[src/rtl/divider_pkg.sv]
// rtl/divider_pkg.sv - shared FSM states, CTRL/status bit positions and register map helpers for divider_mmio
package divider_pkg;

    typedef enum logic {
        IDLE = 1'b0,
        RUN  = 1'b1
    } state_t;

    typedef enum int {
        CTRL_START  = 0,
        CTRL_SIGNED = 1,
        CTRL_ACK    = 2,
        CTRL_IE     = 3
    } ctrl_bit_e;

    typedef enum int {
        STAT_SIGNED = 2,
        STAT_IE     = 3,
        STAT_DONE   = 5,
        STAT_DIV0   = 6,
        STAT_BUSY   = 7
    } stat_bit_e;

    typedef enum int {
        BANK_NUMER = 0,
        BANK_DENOM = 1,
        BANK_QUOT  = 2,
        BANK_REM   = 3,
        BANK_CTRL  = 4
    } bank_e;

    function automatic int reg_off(input int nb, input bank_e bank);
        return int'(bank) * nb;
    endfunction

endpackage

[src/rtl/divider_core.sv]
// rtl/divider_core.sv - unsigned restoring divider, one quotient bit per clock, results combinational on done
module divider_core
    import divider_pkg::*;
#(
    parameter int WIDTH = 16
) (
    input  logic             clk,
    input  logic             reset,
    input  logic             start,
    input  logic [WIDTH-1:0] numer,
    input  logic [WIDTH-1:0] denom,
    output logic             busy,
    output logic             done,
    output logic             div_zero,
    output logic [WIDTH-1:0] quotient,
    output logic [WIDTH-1:0] remain
);
    localparam int CW = $clog2(WIDTH);

    state_t           state, state_next;
    logic [CW-1:0]    count;
    logic [WIDTH-1:0] quo, rem, den;
    logic [WIDTH:0]   shifted, diff;
    logic [WIDTH-1:0] quo_step, rem_step;

    // quo starts as the numerator and shifts out its MSB into the partial remainder
    always_comb begin
        shifted  = {rem, quo[WIDTH-1]};
        diff     = shifted - {1'b0, den};
        quo_step = {quo[WIDTH-2:0], ~diff[WIDTH]};
        rem_step = diff[WIDTH] ? shifted[WIDTH-1:0] : diff[WIDTH-1:0];
    end

    always_comb begin
        state_next = state;
        busy       = (state == RUN);
        div_zero   = (den == '0);
        done       = 1'b0;
        if (state == IDLE) begin
            if (start) state_next = RUN;
        end else if (div_zero || count == '0) begin
            done       = 1'b1;
            state_next = IDLE;
        end
        quotient = div_zero ? '1 : quo_step;
        remain   = div_zero ? quo : rem_step;
    end

    always_ff @(posedge clk or negedge reset) begin
        if (!reset) begin
            state <= IDLE;
            count <= '0;
            quo   <= '0;
            rem   <= '0;
            den   <= '0;
        end else begin
            state <= state_next;
            if (state == IDLE && start) begin
                quo   <= numer;
                rem   <= '0;
                den   <= denom;
                count <= CW'(WIDTH - 1);
            end else if (state == RUN) begin
                quo   <= quo_step;
                rem   <= rem_step;
                count <= count - 1'b1;
            end
        end
    end

endmodule

[src/rtl/divider_mmio.sv]
// rtl/divider_mmio.sv - byte-wide memory-mapped divider peripheral; SIGNED_DIV_EN enables two's-complement mode
module divider_mmio
    import divider_pkg::*;
#(
    parameter  int WIDTH  = 16,
    localparam int NB     = WIDTH / 8,
    localparam int ADDR_W = $clog2(4 * NB + 1)
) (
    input  logic              clk,
    input  logic              reset,
    input  logic              cs,
    input  logic              rwb,
    input  logic [ADDR_W-1:0] addr,
    input  logic [7:0]        i_data,
    output logic [7:0]        o_data,
    output logic              o_irq
);
    logic [WIDTH-1:0] numer_r, denom_r, quot_r, rem_r;
    logic             done_r, div0_r, ie_r, signed_r;
    logic             wr, ctrl_wr, start_req, ack_req;
    logic             core_busy, core_done, core_div0;
    logic [WIDTH-1:0] core_numer, core_denom, core_quot, core_rem;
    logic [WIDTH-1:0] quot_wb, rem_wb;
    logic [7:0]       status;

    assign wr        = cs & ~rwb;
    assign ctrl_wr   = wr && (int'(addr) == reg_off(NB, BANK_CTRL));
    assign start_req = ctrl_wr && i_data[CTRL_START] && !core_busy;
    assign ack_req   = ctrl_wr && i_data[CTRL_ACK];
    assign o_irq     = done_r & ie_r;

`ifdef SIGNED_DIV_EN
    logic n_neg, d_neg, neg_q, neg_r;

    // The SIGNED bit carried by the START write itself selects the mode of that operation
    assign n_neg      = i_data[CTRL_SIGNED] & numer_r[WIDTH-1];
    assign d_neg      = i_data[CTRL_SIGNED] & denom_r[WIDTH-1];
    assign core_numer = n_neg ? -numer_r : numer_r;
    assign core_denom = d_neg ? -denom_r : denom_r;
    assign quot_wb    = (neg_q && !core_div0) ? -core_quot : core_quot;
    assign rem_wb     = neg_r ? -core_rem : core_rem;

    always_ff @(posedge clk or negedge reset) begin
        if (!reset) begin
            signed_r <= 1'b0;
            neg_q    <= 1'b0;
            neg_r    <= 1'b0;
        end else begin
            if (ctrl_wr) signed_r <= i_data[CTRL_SIGNED];
            if (start_req) begin
                neg_q <= n_neg ^ d_neg;
                neg_r <= n_neg;
            end
        end
    end
`else
    assign signed_r   = 1'b0;
    assign core_numer = numer_r;
    assign core_denom = denom_r;
    assign quot_wb    = core_quot;
    assign rem_wb     = core_rem;
`endif

    divider_core #(.WIDTH(WIDTH)) u_core (
        .clk      (clk),
        .reset    (reset),
        .start    (start_req),
        .numer    (core_numer),
        .denom    (core_denom),
        .busy     (core_busy),
        .done     (core_done),
        .div_zero (core_div0),
        .quotient (core_quot),
        .remain   (core_rem)
    );

    always_comb begin
        status              = '0;
        status[STAT_BUSY]   = core_busy;
        status[STAT_DIV0]   = div0_r;
        status[STAT_DONE]   = done_r;
        status[STAT_IE]     = ie_r;
        status[STAT_SIGNED] = signed_r;
    end

    always_comb begin
        o_data = '0;
        for (int b = 0; b < NB; b++) begin
            if (int'(addr) == reg_off(NB, BANK_NUMER) + b) o_data = numer_r[8*b +: 8];
            if (int'(addr) == reg_off(NB, BANK_DENOM) + b) o_data = denom_r[8*b +: 8];
            if (int'(addr) == reg_off(NB, BANK_QUOT)  + b) o_data = quot_r[8*b +: 8];
            if (int'(addr) == reg_off(NB, BANK_REM)   + b) o_data = rem_r[8*b +: 8];
        end
        if (int'(addr) == reg_off(NB, BANK_CTRL)) o_data = status;
    end

    always_ff @(posedge clk or negedge reset) begin
        if (!reset) begin
            numer_r <= '0;
            denom_r <= '0;
            quot_r  <= '0;
            rem_r   <= '0;
            done_r  <= 1'b0;
            div0_r  <= 1'b0;
            ie_r    <= 1'b0;
        end else begin
            for (int b = 0; b < NB; b++) begin
                if (wr && int'(addr) == reg_off(NB, BANK_NUMER) + b) numer_r[8*b +: 8] <= i_data;
                if (wr && int'(addr) == reg_off(NB, BANK_DENOM) + b) denom_r[8*b +: 8] <= i_data;
            end
            if (ctrl_wr) ie_r <= i_data[CTRL_IE];
            // START beats ACK; completion cannot coincide with START since the core is busy then
            if (start_req) begin
                done_r <= 1'b0;
                div0_r <= 1'b0;
            end else if (core_done) begin
                quot_r <= quot_wb;
                rem_r  <= rem_wb;
                done_r <= 1'b1;
                div0_r <= core_div0;
            end else if (ack_req) begin
                done_r <= 1'b0;
            end
        end
    end

endmodule

[config.mk]
export PLATFORM = sky130hd
export DESIGN_NAME = divider_mmio
export DESIGN_NICKNAME = d
export VERILOG_FILES = /design/src/rtl/divider_pkg.sv /design/src/rtl/divider_core.sv /design/src/rtl/divider_mmio.sv
export SDC_FILE = /design/constraint.sdc
export NUM_CORES = 1
export LEC_CHECK = 0
export BUFFER_PORTS_ARGS = -buffer_cell sky130_fd_sc_hd__buf_2
export CELL_PAD_IN_SITES_DETAIL_PLACEMENT = 1
export CELL_PAD_IN_SITES_GLOBAL_PLACEMENT = 2
export CORE_MARGIN = 4
export CORE_UTILIZATION = 41
export CTS_CLUSTER_DIAMETER = 120
export DETAILED_ROUTE_END_ITERATION = 12
export GPL_TIMING_DRIVEN = 0
export PLACE_DENSITY_LB_ADDON = 0.12
export SLEW_MARGIN = 20
export SYNTH_ARGS = -nofsm -noshare
export SYNTH_HDL_FRONTEND = slang
export SYNTH_SLANG_ARGS = --single-unit
[constraint.sdc]
create_clock -name clk -period 3.3 [get_ports clk]
set_input_delay 0.33 -clock clk [delete_from_list [all_inputs] [get_ports clk]]
set_output_delay 0.33 -clock clk [all_outputs]
set_load 0.02 [all_outputs]
**Word-level counts from Yosys, hierarchy flattened**

Index checks and enable logic that the tools add are counted.

- Add/subtract/negate cells: 2
- $mul: 0
- Divide/modulo/power cells: 0
- $lt $le $gt $ge: 0
- Equal/unequal tests: 8
- Shift-type cells: 0
- Mux-type cells: 28
- Bitwise gates (word level): 6
- Reduce and logical (&&, ||, !) cells: 18

Operators by type and width:

| cell | number |
|---|---|
| 2-to-1 mux 16 bit | 7 |
| 2-to-1 mux 8 bit | 9 |
| equality test 4 bit (second input constant) | 5 |
| subtractor 17 x 16 -> 17 bit | 1 |
| zero test 16 bit | 1 |
| 2-to-1 mux 1 bit | 10 |
| logical AND 1 bit | 9 |
| equality test 4 x 3 -> 1 bit (second input constant) | 2 |
| zero test 4 bit | 2 |
| 2-to-1 mux 4 bit | 2 |
| equality test 4 x 2 -> 1 bit (second input constant) | 1 |
| NOT 1 bit | 4 |
| nonzero test 2 bit | 2 |
| subtractor 4 x 1 -> 4 bit (second input constant) | 1 |
| nonzero test 3 bit | 1 |
| bitwise AND 1 bit | 2 |
| AND reduction 2 bit | 1 |
| zero test 1 bit | 1 |
| logical OR 1 bit | 1 |

- Register bits: 120
- Latch bits: 0
- RAM bits: 0
- ROM bits: 0
- Bits of input ports: 16
- Output and inout bits: 9
- Word-level logic and storage cells: 76
- Memories kept: 0

**Depth between registers and ports, before layout**

Gate-level depths: netlist (run 1).

- Word-level depth: 10
- Gate-level depth with buffers: 14
- Gate-level depth less buffers: 12

**Cells and area by module**

A second synthesis (run 1) with hierarchy kept.

- Cell total of the unflattened synthesis: 637
- Area, all modules: 6826.5 um2

By module, submodules not included:

| module | instances | cells an instance | area each (um2) | sequential area each (um2) |
|---|---|---|---|---|
| divider_mmio | 1 | 254 | 3418.3 | 1676.6 |
| divider_core | 1 | 383 | 3408.3 | 1326.3 |

**Least setup slack after synthesis (run 1)**

Ideal clock, no wire load.

- Kind: reg2reg
- Start: register u_core.quo[15]
- End: register u_core.rem[15]
- Library setup time: 0.145 ns
- Arrival time: 2.755 ns
- Required time: 3.155 ns
- Path slack: 0.400 ns
- Stages on the path, launching flop included: 15
- Buffers on the path: 2
- Period minus slack after synthesis: 2.900 ns
- Cells stage by stage: dfrtp_1 inv_1 ha_1 inv_1 fa_1 a211oi_2 o21ai_2 o2111ai_2 a31o_4 o31ai_2 a311oi_2 buf_6 buf_12 mux2i_1 mux2i_1

- Longest elaborated chain between the ends: 4

Ends and longest elaborated chain:

| item | RTL line | RTL |
|---|---|---|
| start: declaration | divider_core.sv:22 | `logic [WIDTH-1:0] quo, rem, den;` |
| start signal: assignment | divider_core.sv:59 | `quo <= numer;` |
| start signal: assignment | divider_core.sv:64 | `quo <= quo_step;` |
| subtractor 17 x 16 -> 17 bit | divider_core.sv:29 | `diff = shifted - {1'b0, den};` |
| 2-to-1 mux 16 bit | divider_core.sv:31 | `rem_step = diff[WIDTH] ? shifted[WIDTH-1:0] : diff[WIDTH-1:0];` |
| 2-to-1 mux 16 bit | divider_core.sv:63 | `end else if (state == RUN) begin` |
| 2-to-1 mux 16 bit | divider_core.sv:58 | `if (state == IDLE && start) begin` |
| end signal: assignment | divider_core.sv:65 | `rem <= rem_step;` |
| end: declaration | divider_core.sv:22 |  |

Every way passes these cells. The select of a mux whose other input is x is not followed.
A chain may end at the register's enable or synchronous reset.

**Worst setup path in the final report (run 1)**

- Start: register u_core.quo[15]
- End: register u_core.rem[7]

The elaborated chain is that of the path after synthesis.

==> out/results.env, run 1 <==
TRITONCTS='built'
CRITPATHCAPTURE='u_core.rem[7]'
FINAL.FILL_COUNT=1658
NUMBER_OF_SYNTHESIZED_REGISTER_BITS=120
CTS_HTREE_LEVELS=4
POWER.SEQUENTIAL.FRACTION_PCT=31.3
POWER.DENSITY_CELL_AREA_nW_PER_UM2=1090
REG2REG_SETUP_SLACK_NS=0.11
KIND_OF_LAUNCH_POINT_OF_THE_WORST_SETUP_PATH='register'
DIEWIDTH_UM=133
SYNTHCELLS=598
FINAL-MAX-SLEW-VIOLATION-COUNT=0
NUMCLOCKSINKS=120
WORST_R2R_ENDPOINT='u_core.rem[7]'
DR.PASS1.ITERS=5
ROUTE.ANTENNA.REMAINING_NETS=0
CP_SLOWEST_CELL='sky130_fd_sc_hd__dfrtp_1'
P_CLK_SHARE_PCT=23.3
LAYOUT_WORST_PATH_CYCLE_SHARE_PCT=96.7
FLOORPLAN.INITIALDENSITY_PCT=41.9
RR_WORST_DEPTH=14
PORTBUFFERS=24
ROWS=45
POWER.SWITCHING_W=0.00329
FINCLKSKEW_NS=0.00750
ANTENNA_FOUND_INITIAL=2
NET_COUNT_SYNTH=632
POST_DETAILED_ROUTE_WIRELENGTH_PER_CELL_UM=24.9
IRDROPWORSTVDD_V=0.000524
DRIVE_ABOVE_1_SHARE_PCT=22.8
SETUP_VIOL=0
CRIT_FANOUT=6
GRT_PASS1_VIAS=5498
GP_ROUTABILITY_CONGESTION=0.889
ARRIVAL_NS=3.46
GRT_FIRST_PASS_WIRELENGTH_MM=33.2
MAXCLOCKFREQUENCY_MHz=313
SYNTH_ASYNC_SR_FLOP_SHARE_PCT=100
WORST_SLEW_MARGIN_REL_PCT=48.5
TIMING.SETUP.CRITICAL_PATH_CLASS='reg -> reg'
CELLLEAKAGEPOWER_nW=3.25
CLKTRANSATPATHREGS_NS=0.06
YOSYSSEQAREASHARE_PCT=47.2
RUN_STATUS='finished clean'
POWER.SWITCHING_FRACTION_PCT=39.9
FIRST_ITER_VIOLATIONS=334
PERIOD_NEEDED_NS=3.19
TIMING.CRITICAL_PATH.MODE_CELL='sky130_fd_sc_hd__mux2i_1'
PLACEMENT.CELL_AREA_UM2=6760
AREAGROWTHSYNTHTOFINISH_PCT=19.1
GRT_MAX_DEGREE=81
SIMPLE_LOGIC_CELL_FRACTION_OF_THE_SYNTHESIZED_AREA_PCT=11.3
SYNTHDOMINANTCELLAREASHARE_PCT=47.2
SYNTH_XOR_AREA_SHARE_PCT=1.65
VIAS_PER_INST=6.03
YOSYS.AREA_SHARE.ADDER_PCT=3.65
CLOCK_LATENCY_REPORTED_FOR_THE_LATE_SIDE_OF_THE_WORST_SKEW_PAIR_NS=0.42
IO_PINS=25
CLK_ROOT_BUFFER_CELL='sky130_fd_sc_hd__clkbuf_16'
NUMBER_OF_SYNTHESIZED_FLOPS_WITH_AN_ENABLE_PIN=0
GLOBAL_ROUTE.OVERFLOW_TOTAL=0
POST_SYNTH_MOST_FREQUENT_CELLS='sky130_fd_sc_hd__dfrtp_1 (120), sky130_fd_sc_hd__nand2_1 (81), sky130_fd_sc_hd__mux2_2 (54)'
CP_CELL_SEQUENCE='inv_2, ha_4, inv_1, fa_2, a211oi_2, o21ai_2, o2111ai_4, a31o_4, o31ai_2, a311oi_2, buf_6, buf_12, mux2i_1, mux2i_1'
P_COMB_SHARE_PCT=45.4
TOP_COUNT_CELL_POST_SYNTH='sky130_fd_sc_hd__dfrtp_1'
PLACE.DETAILED.HPWL_MM=15.6
CELL_AREA_SYNTH_UM2=6370
HOLDCRITSTARTPOINT='i_data[5]'
YS.WARNINGS.COUNT=0
POSTLAYOUTCOREUTIL_PCT=49.9
POSTSYNTHAREAPERCELL_UM2=10.6
CRIT_REQUIRED_NS=3.57
INSTANCES_NO_FILL=854
POWER_INTERNAL_W=0.00496
CP-END-KIND='register'
SYNTH-COMPOUND-AREA-SHARE_PCT=13.5
POST-SYNTH-TOP-AREA-CELL='sky130_fd_sc_hd__dfrtp_1'
YS_TOP_CELLS_BY_AREA='sky130_fd_sc_hd__dfrtp_1 (47%), sky130_fd_sc_hd__mux2_2 (9.5%), sky130_fd_sc_hd__mux2i_1 (7.9%), sky130_fd_sc_hd__nand2_1 (4.8%), sky130_fd_sc_hd__ha_1 (3.3%)'
DIEAREA_UM2=17600
ANTENNADIODECOUNT=0
HOLD_VIOLATIONS=0
CTS_BUFFERS=17
YS_DOMINANT_REG_CELL='sky130_fd_sc_hd__dfrtp_1'
YOSYSUNIQUECELLTYPES=57
DPL.CELL_COUNT=811
YOSYS-MUX-AREA-FRACTION_PCT=19.2
GLOBAL_ROUTE_USAGE_OVER_ALL_LAYERS_PCT=24.9
SLOWEST_DELAY_NS=0.42
DETAILROUTE.VIA_COUNT=5150
FINALNETCOUNT=687
WORSTHOLDPATHTYPE='in -> reg'
FINALWIRELENGTH_MM=21.3
CLOCK_TREE.BUFFER_DEPTH=2
FLOORPLAN.CORE_AREA_UM2=15200
FP.DIEH_UM=133
POST-ROUTE-DRC-COUNT=0
CRITICAL_PATH.STARTPOINT='u_core.quo[15]'
WORST_SLEW_PIN_SLEW_NS=0.772
SYNTH_TOP_FAMILY_BY_AREA='multiplexers'
STDCELL_AREA_UM2=7590
WORSTREG2REGSTART='u_core.quo[15]'
MAX_CAP_VIOLATIONS=0
[flip-flops by register name, summed over array words and instances, names as in the netlist]
register      count
u_core.den       16
u_core.count      4
done_r            1
div0_r            1
ie_r              1
u_core.rem       16
core_denom       16
rem_r            16
core_numer       16
quot_r           16
u_core.busy       1
u_core.quo       16
[worst min path at each step]
stage | endpoint | cells after the start
3_3_place_gp | quot_r[10] | 2
6_report | core_numer[13] | 2
2_1_floorplan | core_denom[0] | 0
3_5_place_dp | u_core.count[3] | 1
5_1_grt | core_denom[14] | 2
4_1_cts | core_denom[2] | 2
[power by group through the flow]
stage | combinational (W) | clock, W | sequential [W]
CTS | 0.00338 | 0.00195 | 0.00255
detailed placement | 0.00305 | 0 | 0.00255
global route | 0.00408 | 0.00202 | 0.00262
global placement | 0.00294 | 0 | 0.00254
finish | 0.00374 | 0.00193 | 0.00258
floorplan | 0.00227 | 0 | 0.00226
[layout make-up]
cell class / instances / area, um2 / area share (%)
multi-input cells: 425 / 3240 / 42.7
flip-flops and latches: 120 / 3000 / 39.6
clock buffers: 18 / 429 / 5.66
repair buffers: 36 / 277 / 3.64
well taps: 188 / 235 / 3.10
clock inverters: 14 / 174 / 2.29
plain buffers: 29 / 136 / 1.80
inverters: 24 / 90.1 / 1.19
[cells in the final DEF, fill, tap and decap left out, drive strengths merged, types with 5 or more instances in the layout]
cell / netlist / routed
o21ai: 32 / 32
ha: 17 / 17
a21oi: 31 / 31
a31oi: 5 / 5
a21o: 6 / 6
mux2: 54 / 54
nor2: 16 / 16
nor2b: 15 / 15
and2: 6 / 6
nand3: 16 / 16
xnor2: 8 / 8
o22ai: 15 / 15
inv: 24 / 27
dfrtp: 120 / 120
nand2: 81 / 81
clkbuf: 22 / 40
buf: 7 / 42
nor3: 6 / 6
mux4: 5 / 5
mux2i: 50 / 50
[metal layers]
layer | track usage, % | part of all wire (%)
met5 | 0 | 0.061
met3 | 4.94 | 5.0
met1 | 34.0 | 45
met4 | 9.47 | 2.8
met2 | 39.5 | 47
[cell families (layout without fill, tap and decap cells)]
family / Yosys count / count (layout)
AO/OA/AOI/OAI: 129 / 129
XOR/XNOR: 12 / 12
adder cells (fa/ha/maj): 18 / 18
buffers and inverters: 53 / 121
flip-flops: 120 / 120
multiplexers: 109 / 109
AND/OR/NAND/NOR: 157 / 157
[stage by stage]
stage | setup WS (ns) | hold WS (ns) | setup TNS [ns] | total power (W)
after global placement | -0.218 | 0.481 | -1.19 | 0.00548
final | 0.109 | 0.235 | 0 | 0.00825
after floorplan | 0.400 | 0.0344 | 0 | 0.00453
after global routing | -0.0151 | 0.240 | -0.0831 | 0.00872
after CTS | -0.00109 | 0.230 | -0.00109 | 0.00788
after detailed placement | -0.265 | 0.273 | -2.23 | 0.00559
[critical path: cells and delay by family, from the launching register on]
family / cells / cell delay [ns]
mux: 2 / 0.53
flops: 1 / 0.42
buf+inv: 4 / 0.43
fa+ha+maj: 2 / 0.55
compound gates: 6 / 1.10
[what timing repair did]
item	CTS	global route
hold buffers	1	0
resized for setup	9	15
endpoints found under the hold margin	40	0
pin swaps	3	6
setup endpoints to repair	26	32
buffers inserted	5	5
Power figures use the tool's default switching activity.
==> inputs of run 2 (changes only) <==
--- a/config.mk
+++ b/config.mk
@@ -6,8 +6,8 @@
 export NUM_CORES = 1
 export LEC_CHECK = 0
 export BUFFER_PORTS_ARGS = -buffer_cell sky130_fd_sc_hd__buf_2
-export CELL_PAD_IN_SITES_DETAIL_PLACEMENT = 1
-export CELL_PAD_IN_SITES_GLOBAL_PLACEMENT = 2
+export CELL_PAD_IN_SITES_DETAIL_PLACEMENT = 0
+export CELL_PAD_IN_SITES_GLOBAL_PLACEMENT = 1
 export CORE_MARGIN = 4
 export CORE_UTILIZATION = 41
 export CTS_CLUSTER_DIAMETER = 120
==> out/results.env, run 2 (synthesis gave the netlist of run 1 again) <==
RUN_STATUS='finished clean'
CP_CELL_SEQUENCE='inv_2, ha_4, inv_1, fa_2, a211oi_2, o21ai_2, o2111ai_4, a31o_4, o31ai_2, a311oi_2, buf_6, buf_4, mux2i_1, mux2i_1'
LAYOUT_SETUP_WS_NS=0.156  # +0.0472 ns
CP_SLOWEST_CELL='sky130_fd_sc_hd__dfrtp_1'
IRDROPWORSTVDD_V=0.000412  # -21%
DR.PASS1.ITERS=5  # unchanged
IO_PINS=25  # unchanged
ROUTE.ANTENNA.REMAINING_NETS=0  # unchanged
POST-ROUTE-DRC-COUNT=0  # unchanged
FINCLKSKEW_NS=0.00633  # -0.00117 ns
CLOCK_TREE.BUFFER_DEPTH=2  # unchanged
INSTANCES_NO_FILL=852  # -0.23%
GRT_FIRST_PASS_WIRELENGTH_MM=29.5  # -11%
GRT_SETUP_UNREPAIRED='false'
PORTBUFFERS=24  # unchanged
HIGHEST_COUNT_CELLS_IN_THE_LAYOUT_IGNORING_FILL_AND_TAPS='sky130_fd_sc_hd__dfrtp_1 (119), sky130_fd_sc_hd__nand2_1 (81), sky130_fd_sc_hd__mux2_2 (54)'
CTS_BUFFERS=17  # unchanged
CLOCK_LATENCY_REPORTED_FOR_THE_LATE_SIDE_OF_THE_WORST_SKEW_PAIR_NS=0.42  # about the same
FINAL.FILL_COUNT=1430  # -14%
GP_ROUTABILITY_CONGESTION=0.934  # +5.0%
FP.DIEH_UM=133  # unchanged
NUMCLOCKSINKS=120  # unchanged
ANTENNA_FOUND_INITIAL=1  # -1
GRT_MAX_DEGREE=66  # -19%
CELLLEAKAGEPOWER_nW=3.25  # -0.21%
PLACE.DETAILED.HPWL_MM=14.4  # -7.5%
STDCELL_AREA_UM2=7530  # -0.74%
MULTI_INPUT_COMB_AREA_UM2=3210  # -1.0%
HOLD_VIOLATIONS=0  # unchanged
ROWS=45  # unchanged
CP-END-KIND='register'
FLOORPLAN.CORE_AREA_UM2=15200  # unchanged
DETAILROUTE.VIA_COUNT=4935  # -4.2%
LAYOUT.CELLS.MOST_COMMON='sky130_fd_sc_hd__dfrtp_1'
FINALNETCOUNT=685  # -0.29%
FINAL-MAX-SLEW-VIOLATION-COUNT=0  # unchanged
REGAREA_UM2=3000  # unchanged
SETUP_VIOL=0  # unchanged
WORST_SLEW_PIN_SLEW_NS=0.821  # +0.0487 ns
TRITONCTS='built'
TIMING.CRITICAL_PATH.MODE_CELL='sky130_fd_sc_hd__mux2i_1'
WORSTHOLDPATHTYPE='in -> reg'
GRT_PASS1_VIAS=4974  # -9.5%
PERIOD_NEEDED_NS=3.14  # -0.0472 ns
CLKTRANSATPATHREGS_NS=0.06  # about the same
FLOORPLAN.INITIALDENSITY_PCT=41.9  # unchanged
POST_DETAILED_ROUTE_WIRELENGTH_PER_CELL_UM=22.6  # -9.3%
POST-PLACE-WS_NS=-0.319  # -0.0542 ns
TIMING.CRITICAL_PATH.MAX_DELAY_FAMILY='compound AO/OA/AOI/OAI gates'
GLOBAL_ROUTE.OVERFLOW_TOTAL=0  # unchanged
ARRIVAL_NS=3.41  # -0.05 ns
WORST_SLEW_MARGIN_REL_PCT=44.9  # -3.7 points
ACCUMULATED_NEGATIVE_SETUP_SLACK_NS=0  # unchanged
MAXCLOCKFREQUENCY_MHz=318  # +1.5%
CLK_ROOT_BUFFER_CELL='sky130_fd_sc_hd__clkbuf_16'
ANTENNADIODECOUNT=0  # unchanged
DIEAREA_UM2=17600  # unchanged
TIMING.SETUP.CRITICAL_PATH_CLASS='reg -> reg'
DRIVE_ABOVE_1_SHARE_PCT=22.3  # -0.53 points
SLOWEST_DELAY_NS=0.41  # about the same
KIND_OF_LAUNCH_POINT_OF_THE_WORST_SETUP_PATH='register'
AREAGROWTHSYNTHTOFINISH_PCT=18.3
CRIT_REQUIRED_NS=3.57  # about the same
CRIT_FANOUT=6  # unchanged
POWER.DENSITY_CELL_AREA_nW_PER_UM2=1040  # -4.2%
VIAS_PER_INST=5.79  # -3.9%
FIRST_ITER_VIOLATIONS=344  # +3.0%
MAX_CAP_VIOLATIONS=0  # unchanged
PLACEMENT.CELL_AREA_UM2=6760  # unchanged
FINALWIRELENGTH_MM=19.3  # -9.5%
DPL.CELL_COUNT=811  # unchanged
LAYOUT_WORST_PATH_CYCLE_SHARE_PCT=95.3  # -1.4 points
NUMBER_OF_BUFFER_AND_INVERTER_STAGES_ON_THE_CRITICAL_PATH=4  # unchanged
GLOBAL_ROUTE_USAGE_OVER_ALL_LAYERS_PCT=22.3  # -2.6 points
DIEWIDTH_UM=133  # unchanged
CTS_HTREE_LEVELS=4  # unchanged
==> run 2: path summary, 6_finish.rpt <==
check,start,endpoint,slack (ns),cells past startpoint
hold / removal,i_data[5],core_denom[5],0.19,2
hold reg to reg,quot_r[7],quot_r[7],0.50,2
min in group asynchronous,reset,u_core.rem[15],0.47,2
max in group asynchronous,reset,u_core.den[0],2.12,3
setup / recovery,u_core.quo[15],u_core.rem[11],0.16,14
setup reg to reg,u_core.quo[15],u_core.rem[11],0.16,14
==> run 2: per-stage QoR <==
step	hold slack, ns	power, W	util (%)
2_1_floorplan	0.0344	0.00453	-
3_3_place_gp	0.477	0.00542	44.2
3_5_place_dp	0.340	0.00549	44.5
4_1_cts	0.172	0.00763	48.9
5_1_grt	0.186	0.00831	49.5
6_report	0.186	0.00785	49.5
==> run 2: per-layer routing <==
metal / up-vias / GRT usage (%) / wire, um
li1: 2283 / - / -
met1: 2455 / 31.0 / 8970
met2: 155 / 34.0 / 8740
met3: 40 / 5.63 / 1040
met4: 2 / 8.08 / 496
met5: - / 0 / 7
==> run 2: report_power, final <==
group          internal (W)  total, W  switching [W]
Clock               0.00120   0.00193       0.000725
Sequential          0.00197   0.00252       0.000547
Combinational       0.00159   0.00340        0.00180
==> run 2: area by class of cell <==
| type | instances | area share [%] |
|---|---|---|
| clock buffers | 17 | 5.65 |
| repair buffers | 34 | 3.21 |
| clock inverters | 15 | 2.51 |
| multi-input cells | 425 | 42.6 |
| inverters | 24 | 1.20 |
| flip-flops and latches | 120 | 39.9 |
| plain buffers | 29 | 1.81 |
| well taps | 188 | 3.12 |
==> run 2: timing repair <==
| item | in CTS | in global routing |
|---|---|---|
| setup buffers | 4 | 3 |
| cloned | 1 | 1 |
| endpoints found under the setup margin | 22 | 32 |
| gates resized for setup | 5 | 10 |
| hold buffers | 1 | 0 |
| hold endpoints to repair | 55 | 0 |
| pin swaps | 4 | 6 |
==> inputs of run 3 (changes only) <==
==> constraint.sdc (replaced) <==
create_clock -name clk -period 4.1 [get_ports clk]
set_input_delay 0.41 -clock clk [delete_from_list [all_inputs] [get_ports clk]]
set_output_delay 0.41 -clock clk [all_outputs]
set_load 0.02 [all_outputs]
==> out/results.env, run 3 (synthesis gave the netlist of run 1 again) <==
WORST_R2R_ENDPOINT='u_core.rem[5]'
GP_ROUTABILITY_CONGESTION=0.934  # unchanged
DR.PASS1.ITERS=5  # unchanged
DPL.CELL_COUNT=811  # unchanged
CELLLEAKAGEPOWER_nW=3.21  # -1.2%
HOLD_VIOLATIONS=0  # unchanged
CP_CELL_SEQUENCE='inv_1, ha_1, inv_1, fa_1, a211oi_2, o21ai_2, o2111ai_2, a31o_4, o31ai_2, a311oi_2, buf_6, buf_12, mux2i_1, mux2i_1'
POWER.DENSITY_CELL_AREA_nW_PER_UM2=807  # -23%
GRT_PASS1_VIAS=4942  # -0.64%
GRT_FIRST_PASS_WIRELENGTH_MM=29.3  # -0.61%
DIEAREA_UM2=17600  # unchanged
ARRIVAL_NS=3.90  # +0.49 ns
RR_WORST_DEPTH=14  # unchanged
CRITPATHCAPTURE='u_core.rem[5]'
ROUTE.ANTENNA.REMAINING_NETS=0  # unchanged
LAYOUT_WORST_PATH_CYCLE_SHARE_PCT=88.4  # -6.9 points
CP-END-KIND='register'
REG2REG_SETUP_SLACK_NS=0.48  # +0.32 ns
ACCUMULATED_NEGATIVE_SETUP_SLACK_NS=0  # unchanged
SETUP_VIOL=0  # unchanged
CTS_BUFFERS=17  # unchanged
POWER.TOTAL_W=0.00596  # -24%
LAYOUT.CELLS.MOST_COMMON='sky130_fd_sc_hd__dfrtp_1'
RUN_STATUS='finished clean'
NUMBER_OF_BUFFER_AND_INVERTER_STAGES_ON_THE_CRITICAL_PATH=4  # unchanged
GRT_UTIL_MET3_PCT=5.59  # -0.038 points
DRIVE_ABOVE_1_SHARE_PCT=19.7  # -2.6 points
WORSTREG2REGSTART='u_core.quo[15]'
ANTENNA_FOUND_INITIAL=1  # unchanged
GLOBAL_ROUTE_USAGE_OVER_ALL_LAYERS_PCT=22.2  # -0.13 points
CLOCK_TREE.BUFFER_DEPTH=2  # unchanged
CRITICAL_PATH_DEPTH=14  # unchanged
FIRST_ITER_VIOLATIONS=342  # -0.58%
FLOORPLAN.CORE_AREA_UM2=15200  # unchanged
WORST_SLEW_MARGIN_REL_PCT=40.9  # -3.9 points
CRIT_FANOUT=10  # +4
FINALWIRELENGTH_MM=18.9  # -1.6%
FINALNETCOUNT=677  # -1.2%
SLOWEST_DELAY_NS=0.49  # +0.08 ns
TIGHTEST_HOLD_MARGIN_NS=0.259  # +0.0739 ns
CRITICAL_PATH.STARTPOINT='u_core.quo[15]'
ANTENNADIODECOUNT=0  # unchanged
PLACE.DETAILED.HPWL_MM=14.4  # unchanged
KIND_OF_LAUNCH_POINT_OF_THE_WORST_SETUP_PATH='register'
POSTLAYOUTCOREUTIL_PCT=48.6  # -0.98 points
GLOBAL_ROUTE.OVERFLOW_TOTAL=0  # unchanged
GRT_SETUP_UNREPAIRED='false'
AREAGROWTHSYNTHTOFINISH_PCT=15.9
WORSTHOLDPATHTYPE='in -> reg'
FLOORPLAN.INITIALDENSITY_PCT=41.9  # unchanged
CP_SLOWEST_CELL='sky130_fd_sc_hd__fa_1'
FP.DIEH_UM=133  # unchanged
DIEWIDTH_UM=133  # unchanged
CLOCK_LATENCY_REPORTED_FOR_THE_LATE_SIDE_OF_THE_WORST_SKEW_PAIR_NS=0.42  # about the same
FINAL.FILL_COUNT=1435  # +0.35%
CLKTRANSATPATHREGS_NS=0.06  # about the same
CRIT_REQUIRED_NS=4.37  # +0.80 ns
GRT_MAX_DEGREE=66  # unchanged
POST-ROUTE-DRC-COUNT=0  # unchanged
IRDROPWORSTVDD_V=0.000330  # -20%
FINCLKSKEW_NS=0.00774  # +0.00141 ns
CLK_ROOT_BUFFER_CELL='sky130_fd_sc_hd__clkbuf_16'
INSTANCES_NO_FILL=844  # -0.94%
TRITONCTS='built'
DETAILROUTE.VIA_COUNT=4881  # -1.1%
MAX_CAP_VIOLATIONS=0  # unchanged
PERIOD_NEEDED_NS=3.62  # +0.479 ns
TIMING.CRITICAL_PATH.MAX_DELAY_FAMILY='compound AO/OA/AOI/OAI gates'
GRT_USE_MET1_PCT=30.8  # -0.21 points
NUMCLOCKSINKS=120  # unchanged
HIGHEST_COUNT_CELLS_IN_THE_LAYOUT_IGNORING_FILL_AND_TAPS='sky130_fd_sc_hd__dfrtp_1 (120), sky130_fd_sc_hd__nand2_1 (81), sky130_fd_sc_hd__mux2_2 (54)'
GLOBAL_ROUTE.PEAK_USAGE_LAYER='met2'
POST_DETAILED_ROUTE_WIRELENGTH_PER_CELL_UM=22.5  # -0.65%
HOLDCRITSTARTPOINT='i_data[5]'
FINAL-MAX-SLEW-VIOLATION-COUNT=0  # unchanged
CTS_HTREE_LEVELS=4  # unchanged
ROWS=45  # unchanged
IO_PINS=25  # unchanged
GRTUSAGEMET2_PCT=34.3  # +0.28 points
MAXCLOCKFREQUENCY_MHz=276  # -13%
TIMING.SETUP.CRITICAL_PATH_CLASS='reg -> reg'
CTS_SETUP_BUFFERS=0  # -4
PORTBUFFERS=24  # unchanged
VIAS_PER_INST=5.78  # -0.16%
WORST_SLEW_PIN_SLEW_NS=0.879  # +0.0585 ns
## run 3: power breakdown
group | switching [W] | internal [W]
logic | 0.00134 | 0.00105
clock network | 0.000585 | 0.000969
registers | 0.000426 | 0.00159
## run 3: how the worst min path moves through the flow
stage	slack (ns)	end	cells after the start
3_5_place_dp	0.42	u_core.rem[10]	1
4_1_cts	0.25	core_denom[5]	2
5_1_grt	0.27	core_denom[13]	2
6_report	0.26	core_denom[5]	2
3_3_place_gp	0.48	quot_r[1]	2
2_1_floorplan	0.11	core_denom[0]	0
## run 3: stage by stage
stage / cell area [um2] / worst slack [ns]
final: 7380 / 0.477
after CTS: 7380 / 0.449
after detailed placement: 6760 / 0.481
after floorplan: 6370 / 1.20
after global routing: 7380 / 0.280
after global placement: 6720 / 0.541
## run 3: worst register-to-register path, delay by kind of cell (launching register included)
kind                       cells  cell delay (ns)
muxes                          2             0.64
AOI/OAI and AO/OA              6             1.23
adders and majority gates      2             0.66
buffers and inverters          4             0.53
DFF                            1             0.42
## run 3: area by class of cell
type                            count  area [um2]  area share (%)
Multi-Input combinational cell    425        3140            42.5
Sequential cell                   120        3000            40.7
Clock buffer                       17         425            5.76
Tap cell                          188         235            3.19
Clock inverter                     15         189            2.56
Timing Repair Buffer               26         164            2.22
Buffer                             29         136            1.85
Inverter                           24        90.1            1.22
## run 3: timing repair
item / CTS / global route
hold endpoints to repair: 55 / 0
gates resized for setup: 0 / 0
hold buffers: 1 / 0
## run 3: layer usage
metal	part of all wire (%)	vias up
met5	0.047	-
met4	2.1	2
met3	5.5	28
met2	47	142
met1	46	2444
li1	-	2265
